### config.mk
export PLATFORM = sky130hd
export DESIGN_NAME = sel8_rr_sequencer
export DESIGN_NICKNAME = d
export VERILOG_FILES = /design/src/rtl/sel8_rr_sequencer.sv
export SDC_FILE = /design/constraint.sdc
export NUM_CORES = 1
export LEC_CHECK = 0
export BUFFER_PORTS_ARGS = -buffer_cell sky130_fd_sc_hd__clkbuf_2
export CAP_MARGIN = 20
export CORE_UTILIZATION = 55
export CTS_BUF_LIST = sky130_fd_sc_hd__clkbuf_8
export CTS_CLUSTER_DIAMETER = 80
export DETAILED_ROUTE_END_ITERATION = 8
export HOLD_SLACK_MARGIN = 0.15
export PLACE_DENSITY_LB_ADDON = 0.15
export SLEW_MARGIN = 20
export SYNTH_ARGS = -nofsm -noshare
export SYNTH_HDL_FRONTEND = slang
export SYNTH_SLANG_ARGS = --single-unit
### constraint.sdc
create_clock -name i_clk -period 3.7 [get_ports i_clk]
set_clock_uncertainty 0.05 [all_clocks]
set_input_delay 0.185 -clock i_clk [delete_from_list [all_inputs] [get_ports i_clk]]
set_output_delay 0.185 -clock i_clk [all_outputs]
set_load 0.02 [all_outputs]
### src/rtl/sel8_rr_sequencer.sv
// sel8_rr_sequencer: round-robin select generator for the 3-bit S input of an
// 8:1 mux stage. Eight request lines are arbitrated round-robin, and the winning
// index is presented downstream with a valid/ready handshake. An optional
// programmable idle gap can be inserted after each accepted grant.
//
// Optional feature macro: SEL8_GRANT_COUNT_EN
//   defined   -> o_grant_cnt is a saturating count of accepted grants
//   undefined -> o_grant_cnt is tied to zero and no counter flops are built
module sel8_rr_sequencer #(
  parameter int GAP_CYCLES = 0,  // idle cycles after each accepted grant (0 = back-to-back)
  parameter int GAP_W      = 4   // gap counter width; GAP_CYCLES <= 2**GAP_W-1
) (
  input  logic       i_clk,
  input  logic       i_rst_n,
  input  logic [7:0] i_req,
  input  logic       i_ready,
  output logic [2:0] o_sel,
  output logic       o_valid,
  output logic [7:0] o_gnt,
  output logic [7:0] o_grant_cnt
);

  typedef enum logic [1:0] {
    ST_IDLE  = 2'd0,
    ST_GRANT = 2'd1,
    ST_GAP   = 2'd2
  } state_t;

  localparam logic [GAP_W-1:0] GAP_LOAD = GAP_W'(GAP_CYCLES);
  localparam logic [GAP_W-1:0] GAP_LAST = GAP_W'(1);

  state_t           r_state;
  logic [2:0]       r_sel;
  logic [2:0]       r_last;
  logic             r_valid;
  logic [GAP_W-1:0] r_gap_cnt;

  logic             w_req_any;
  logic             w_hs;
  logic [2:0]       w_pick_last;
  logic [2:0]       w_pick_sel;

  // Round-robin search: first set bit starting at base+1, wrapping 7->0.
  // The base itself is checked last, so a lone requester is re-granted.
  // Walking k downwards lets the nearest hit overwrite farther ones.
  function automatic logic [2:0] f_pick(input logic [7:0] req, input logic [2:0] base);
    logic [2:0] idx;
    logic [2:0] res;
    res = base;
    for (int k = 8; k >= 1; k--) begin
      idx = base + 3'(k);
      if (req[idx]) res = idx;
    end
    return res;
  endfunction

  assign w_req_any   = |i_req;
  // valid is only ever high in GRANT, so this is the handshake.
  assign w_hs        = r_valid && i_ready;
  // Pick when resuming from IDLE/GAP: last grant already recorded in r_last.
  assign w_pick_last = f_pick(i_req, r_last);
  // Pick on a back-to-back handshake: the grant being accepted becomes the new last.
  assign w_pick_sel  = f_pick(i_req, r_sel);

  // Sequencer FSM: sel/valid are registered so there is no comb path req->valid.
  always_ff @(posedge i_clk or negedge i_rst_n) begin
    if (!i_rst_n) begin
      r_state   <= ST_IDLE;
      r_sel     <= 3'd0;
      r_last    <= 3'd7;
      r_valid   <= 1'b0;
      r_gap_cnt <= '0;
    end else begin
      case (r_state)
        ST_IDLE: begin
          if (w_req_any) begin
            r_sel   <= w_pick_last;
            r_valid <= 1'b1;
            r_state <= ST_GRANT;
          end
        end

        ST_GRANT: begin
          // sel stays frozen until the consumer accepts, whatever req does.
          if (w_hs) begin
            r_last <= r_sel;
            if (GAP_CYCLES == 0) begin
              if (w_req_any) begin
                r_sel <= w_pick_sel;
              end else begin
                r_valid <= 1'b0;
                r_state <= ST_IDLE;
              end
            end else begin
              r_valid   <= 1'b0;
              r_gap_cnt <= GAP_LOAD;
              r_state   <= ST_GAP;
            end
          end
        end

        ST_GAP: begin
          // Final gap cycle arbitrates exactly like IDLE so the total idle
          // time is GAP_CYCLES cycles.
          if (r_gap_cnt == GAP_LAST) begin
            r_gap_cnt <= '0;
            if (w_req_any) begin
              r_sel   <= w_pick_last;
              r_valid <= 1'b1;
              r_state <= ST_GRANT;
            end else begin
              r_state <= ST_IDLE;
            end
          end else begin
            r_gap_cnt <= r_gap_cnt - GAP_LAST;
          end
        end

        default: begin
          r_valid <= 1'b0;
          r_state <= ST_IDLE;
        end
      endcase
    end
  end

  assign o_sel   = r_sel;
  assign o_valid = r_valid;

  // One-hot grant, forced to zero whenever there is no live grant.
  for (genvar gi = 0; gi < 8; gi++) begin : g_gnt
    assign o_gnt[gi] = r_valid && (r_sel == 3'(gi));
  end

`ifdef SEL8_GRANT_COUNT_EN
  logic [7:0] r_grant_cnt;

  // Saturating count of accepted grants; only reset clears it.
  always_ff @(posedge i_clk or negedge i_rst_n) begin
    if (!i_rst_n) begin
      r_grant_cnt <= 8'd0;
    end else if (w_hs && (r_grant_cnt != 8'hFF)) begin
      r_grant_cnt <= r_grant_cnt + 8'd1;
    end
  end

  assign o_grant_cnt = r_grant_cnt;
`else
  assign o_grant_cnt = 8'd0;
`endif

endmodule

Word level (Yosys, flattened, before mapping)
Cells that the tools add are included.
Widths: inputs -> output; s select.
- output and inout bits: 20
- logic and storage cells: 126
- input bits: 11
- flip-flop bits (word level): 13
- mux-type cells: 59
- equality and inequality tests: 16
- $lt $le $gt $ge: 14
- reduce and logical (&&, ||, !) cells: 17
- add/sub/neg operators: 15
- operator list (kind ; number):
    $lt 3x4->1 const B ; 14
    $mux 3 ; 18
    $bmux 1 s3 ; 14
    $add 3x3->3 const B ; 8
    $mux 1 ; 19
    $add 3x2->3 const B ; 4
    $eq 3x3->1 const B ; 4
    $ne 2x2->1 const B ; 5
    $logic_and 1x1->1 ; 9
    $pmux 3 s3 ; 1
    $mux 2 ; 4
    $ne 8x8->1 const B ; 1
    $reduce_or 8->1 ; 1
    $add 3x1->3 const B ; 2
    $eq 3x2->1 const B ; 2
    $pmux 2 s3 ; 1
    $reduce_and 5->1 ; 1
    $eq 4x1->1 const B ; 1
    $mux 4 ; 1
    $reduce_and 4->1 ; 1
    $sub 4x1->4 const B ; 1
    $eq 3x1->1 const B ; 1
    $logic_not 3->1 ; 1
    $pmux 1 s3 ; 1
    6 further kinds ; 6

Longest topological paths before layout
- word-level depth: 13
- gate-level depth with buffers: 12
- depth with buffers taken out: 9

Least setup slack after synthesis
No wires, ideal clock.
- kind: register to register
- from: register r_sel[0], in the netlist o_sel[0]
- to: register r_sel[2], in the netlist o_sel[2]
- path buffers: 3
- period minus slack after synthesis: 3527 ps
- path slack: 173 ps
- arrival time: 3347 ps
- cell stages (with the launch flop): 13
- setup time: 130 ps
- required time: 3520 ps
- cells stage by stage: dfrtp_1 clkbuf_1 buf_2 inv_1 ha_1 clkbuf_1 mux4_1 nor4_1 nand4_1 o21ai_2 mux2_2 a211oi_1 o21ai_1
- cells in the longest elaborated chain, start to end: 12
- elaborated cells between the ends (all ways): 33
- those cells by class: add/sub (7); eq/ne (1); mux (24); reduce/logical (1)
- RTL lines (element ; line ; RTL):
    start: declaration ; 33 ; logic [2:0] r_sel;
    start signal: assignment ; 77 ; r_sel <= w_pick_last;
    start signal: assignment ; 89 ; r_sel <= w_pick_sel;
    start signal: assignment ; 108 ; r_sel <= w_pick_last;
    $add 3x3->3 ; 51 ; idx = base + 3'(k);
    $bmux 1 s3 ; 52 ; if (req[idx]) res = idx;
    $mux 1 (not written as such) ; 52 ;
    $mux 3 (6 in series) ; 52 ;
    $mux 3 ; 88 ; if (w_req_any) begin
    $mux 3 ; 85 ; if (w_hs) begin
    $pmux 3 s3 ; 74 ; case (r_state)
Several ways; a longest one is shown, not always the timed one. The select of a mux whose other input is x is not followed.
A chain may end at the register's enable or synchronous reset.

Worst setup path after layout
- from: register r_last[0]
- to: register r_sel[0], in the netlist o_sel[0]
- cells in the longest elaborated chain, start to end: 13
- elaborated cells between the ends (all ways): 31
- those cells by class: add/sub (7); mux (24)
- RTL lines (element ; line ; RTL):
    start: declaration ; 34 ; logic [2:0] r_last;
    start signal: assignment ; 86 ; r_last <= r_sel;
    $add 3x3->3 ; 51 ;
    $bmux 1 s3 ; 52 ;
    $mux 1 (not written as such) ; 52 ;
    $mux 3 (6 in series) ; 52 ;
    $mux 3 * ; 52 ;
    $mux 3 * ; 76, 107 ;
    $mux 3 ; 105 ; if (r_gap_cnt == GAP_LAST) begin
    $pmux 3 s3 * ; 74 ;
Every way passes the cells marked *; elsewhere a longest branch is shown, timed or not. The select of a mux whose other input is x is not followed.

==> flow_summary.json <==
{
  "run_status": "finished clean",
  "p_leak_nw": 0.889,
  "required_ns": 3.77,
  "vias": 1768,
  "multi_input_area_mm2": 0.00150,
  "setup_tns_ns": 0,
  "critical_path_arrival_ns": 3.37,
  "fin_crit_sh_pct": 89.1,
  "fillers": 292,
  "placed_cell_area_mm2": 0.00195,
  "synth_top_cell_area_share_pct": 13.0,
  "yosys.area.top_type": "mux4_2",
  "wl_per_cell_um": 17.6,
  "grt_overflow": 0,
  "power_switching_mw": 1.11,
  "worst-setup-path-type": "register to register",
  "fin_area_mm2": 0.00200,
  "cts_tree": "done",
  "ff2ff_setup_slack_ns": 0.40,
  "r2r_cells": 9,
  "firstDrtPassIters": 4,
  "avgSynthCellArea_um2": 9.06,
  "finalSetupViolCount": 0,
  "max_freq_mhz": 303,
  "placementRows": 20,
  "antenna_found_initial": 0,
  "tightest_slew_ns": 0.500,
  "finalNetCount": 245,
  "insertion_delay_ns": 0.24,
  "drive_gt1_share_pct": 27.2,
  "synth_area_mm2": 0.00190,
  "min_period_ns": 3.30,
  "netSwitchingFraction_pct": 52.8,
  "chipHeight_um": 60.8,
  "wl_um": 4720,
  "seqPwrFrac_pct": 9.8,
  "power_frac_comb_pct": 84.8,
  "place_congestion": 0.915,
  "maxSlewHeadroom_pct": 66.2,
  "core_area_mm2": 0.00318,
  "hpwlAfterDp_um": 3540,
  "grt_max_degree": 17,
  "area_growth_pct": 5.39,
  "ys_ff_latch": 8,
  "netlist_instances": 210,
  "synth.area.top_cells": "mux4_2 (13%), mux4_1 (11%), dfrtp_1 (6.6%), ha_1 (5.9%), dfstp_2 (4.1%)",
  "ys_types": 59,
  "die_area_mm2": 0.00370,
  "port_buffers": 22,
  "worst_slack_ns": 0.403,
  "p_clk_share_pct": 5.4,
  "cts_num_sinks": 8,
  "grt_pass1_vias": 1546,
  "seqCellArea_um2": 204,
  "ys_seq_area_share_pct": 10.7,
  "num_io_pins": 31,
  "hold_viol_final": 0,
  "peakVddDrop_mv": 0.591,
  "dieWidth_um": 60.8,
  "synthFlopType": "dfrtp_1",
  "cap_violations": 0,
  "rsz0062_at_grt": "no",
  "via_per_inst": 6.60,
  "powerDensity_mw_per_mm2": 1040,
  "drc_errors": 0,
  "cts_buffers": 3,
  "post_cts_buffers": 0,
  "antenna_left": 0,
  "clockBufferDepth": 2,
  "track_usage_pct": 27.7,
  "worstSetupEndpointType": "register",
  "p_int_mw": 0.988,
  "finalPower_mw": 2.09,
  "htree_levels": 1,
  "antenna_cells": 0,
  "cts_root_buffer": "clkbuf_8",
  "crit_fanout": 12,
  "hp-class": "input port to register",
  "grt_pass1_wl_um": 7650,
  "synthArstFlopShare_pct": 100,
  "first_iter_violations": 163,
  "synth_edf_count": 0,
  "yosys_warnings": 0,
  "clk_pin_slew_ns": 0.05,
  "startpoint_type": "register",
  "start_util_pct": 59.8,
  "pre_cts_ws_ns": 0.443,
  "drv_slew": 0,
  "min_path_cells": 4
}
[kinds of logic (layout without fill, tap and decap cells)]
family | Yosys count | count (layout) | share of synthesized area (%)
compound gates | 55 | 55 | 19.9
xor+xnor | 7 | 7 | 3.22
fa+ha+maj | 9 | 9 | 5.92
buf+inv | 37 | 44 | 11.7
flops | 8 | 8 | 10.7
mux | 32 | 32 | 31.3
other cells | 1 | 8 | 0.197
simple gates | 61 | 61 | 17.0
[timing repair]
action,4_1_cts,5_1_grt
setup endpoints to repair,0,0
gates resized for setup,0,0
hold endpoints to repair,8,0
hold buffers,1,0
[power by group through the flow]
stage	clock (mW)	sequential, mW	combinational [mW]
detailed placement	0	0.204	1.74
floorplan	0	0.179	1.42
finish	0.113	0.206	1.78
global route	0.120	0.211	1.92
CTS	0.115	0.203	1.75
global placement	0	0.203	1.71
[cells in the mapped netlist, drive strengths merged, types with 2 or more instances]
cell type,instances
nand3,3
nand4,2
a21o,3
clkbuf,10
o41ai,2
a21oi,11
nor4,3
dfrtp,5
nor2,5
nand2,21
xor2,3
dfstp,3
or4,2
and3,5
and2,5
a211oi,3
inv,13
a211o,2
o22ai,3
buf,13
nand2b,3
a31oi,2
or2b,2
mux2,6
nor3,5
mux4,19
mux2i,7
a221oi,2
o21a,2
ha,9
xnor2,4
o21ai,15
[critical path, stage by stage, from the launching register on]
cell and delay [ns]:
dfstp_2 0.72, inv_1 0.12, ha_1 0.43, mux4_1 0.70, mux2_2 0.34, a21boi_1 0.15, o21bai_1 0.08, a21oi_1 0.18
xnor2_1 0.10, o311ai_1 0.30
[state kept, by name, indices dropped and copies added, names as in the netlist]
name / cells
o_sel: 3
r_last: 3
o_valid: 1
r_state: 1
[worst paths after layout]
path | from | end
setup / recovery | r_last[0] | o_sel[0]
hold / removal | i_ready | o_valid
setup reg to reg | r_last[0] | o_sel[0]
hold reg to reg | r_last[1] | r_last[1]
max in group asynchronous | i_rst_n | r_last[1]
min in group asynchronous | i_rst_n | o_sel[2]
[placed cells by master, fill, tap and decap left out, types with 6 or more instances in the layout]
cell	netlist	final
mux4_1	8	8
clkbuf_2	0	22
mux2_2	6	6
ha_1	9	9
inv_1	13	14
conb_1	1	8
nand2_1	21	21
mux4_2	11	11
mux2i_1	7	7
a21oi_1	11	11
o21ai_0	11	11
[through the flow]
stage / utilization [%] / hold slack, ns / instances
3_3_place_gp: 61.3 / -0.0158 / 263
4_1_cts: 63.1 / 0.207 / 268
3_5_place_dp: 61.3 / -0.00748 / 263
5_1_grt: 63.1 / 0.236 / 268
2_1_floorplan: - / -0.161 / 217
6_report: 63.1 / 0.215 / 268
[area by class of cell]
| cell class | count | area share, % |
|---|---|---|
| sequential | 8 | 10.2 |
| clock inverter | 1 | 0.187 |
| timing repair buffer | 27 | 7.49 |
| inverter | 13 | 2.43 |
| tap | 44 | 2.75 |
| multi-input combinational | 172 | 74.9 |
| clock buffer | 3 | 2.06 |
[layer usage]
metal  vias up  GRT usage [%]  part of all wire [%]  wire length, µm
li1        814              -                     -                -
met1       861           38.5                    43             2040
met2        88           47.4                    48             2250
met3         5           2.99                   8.1              382
met4         0           4.87                  0.91               43
met5         -              0                     0                0
(Power assumes the default switching activity.)
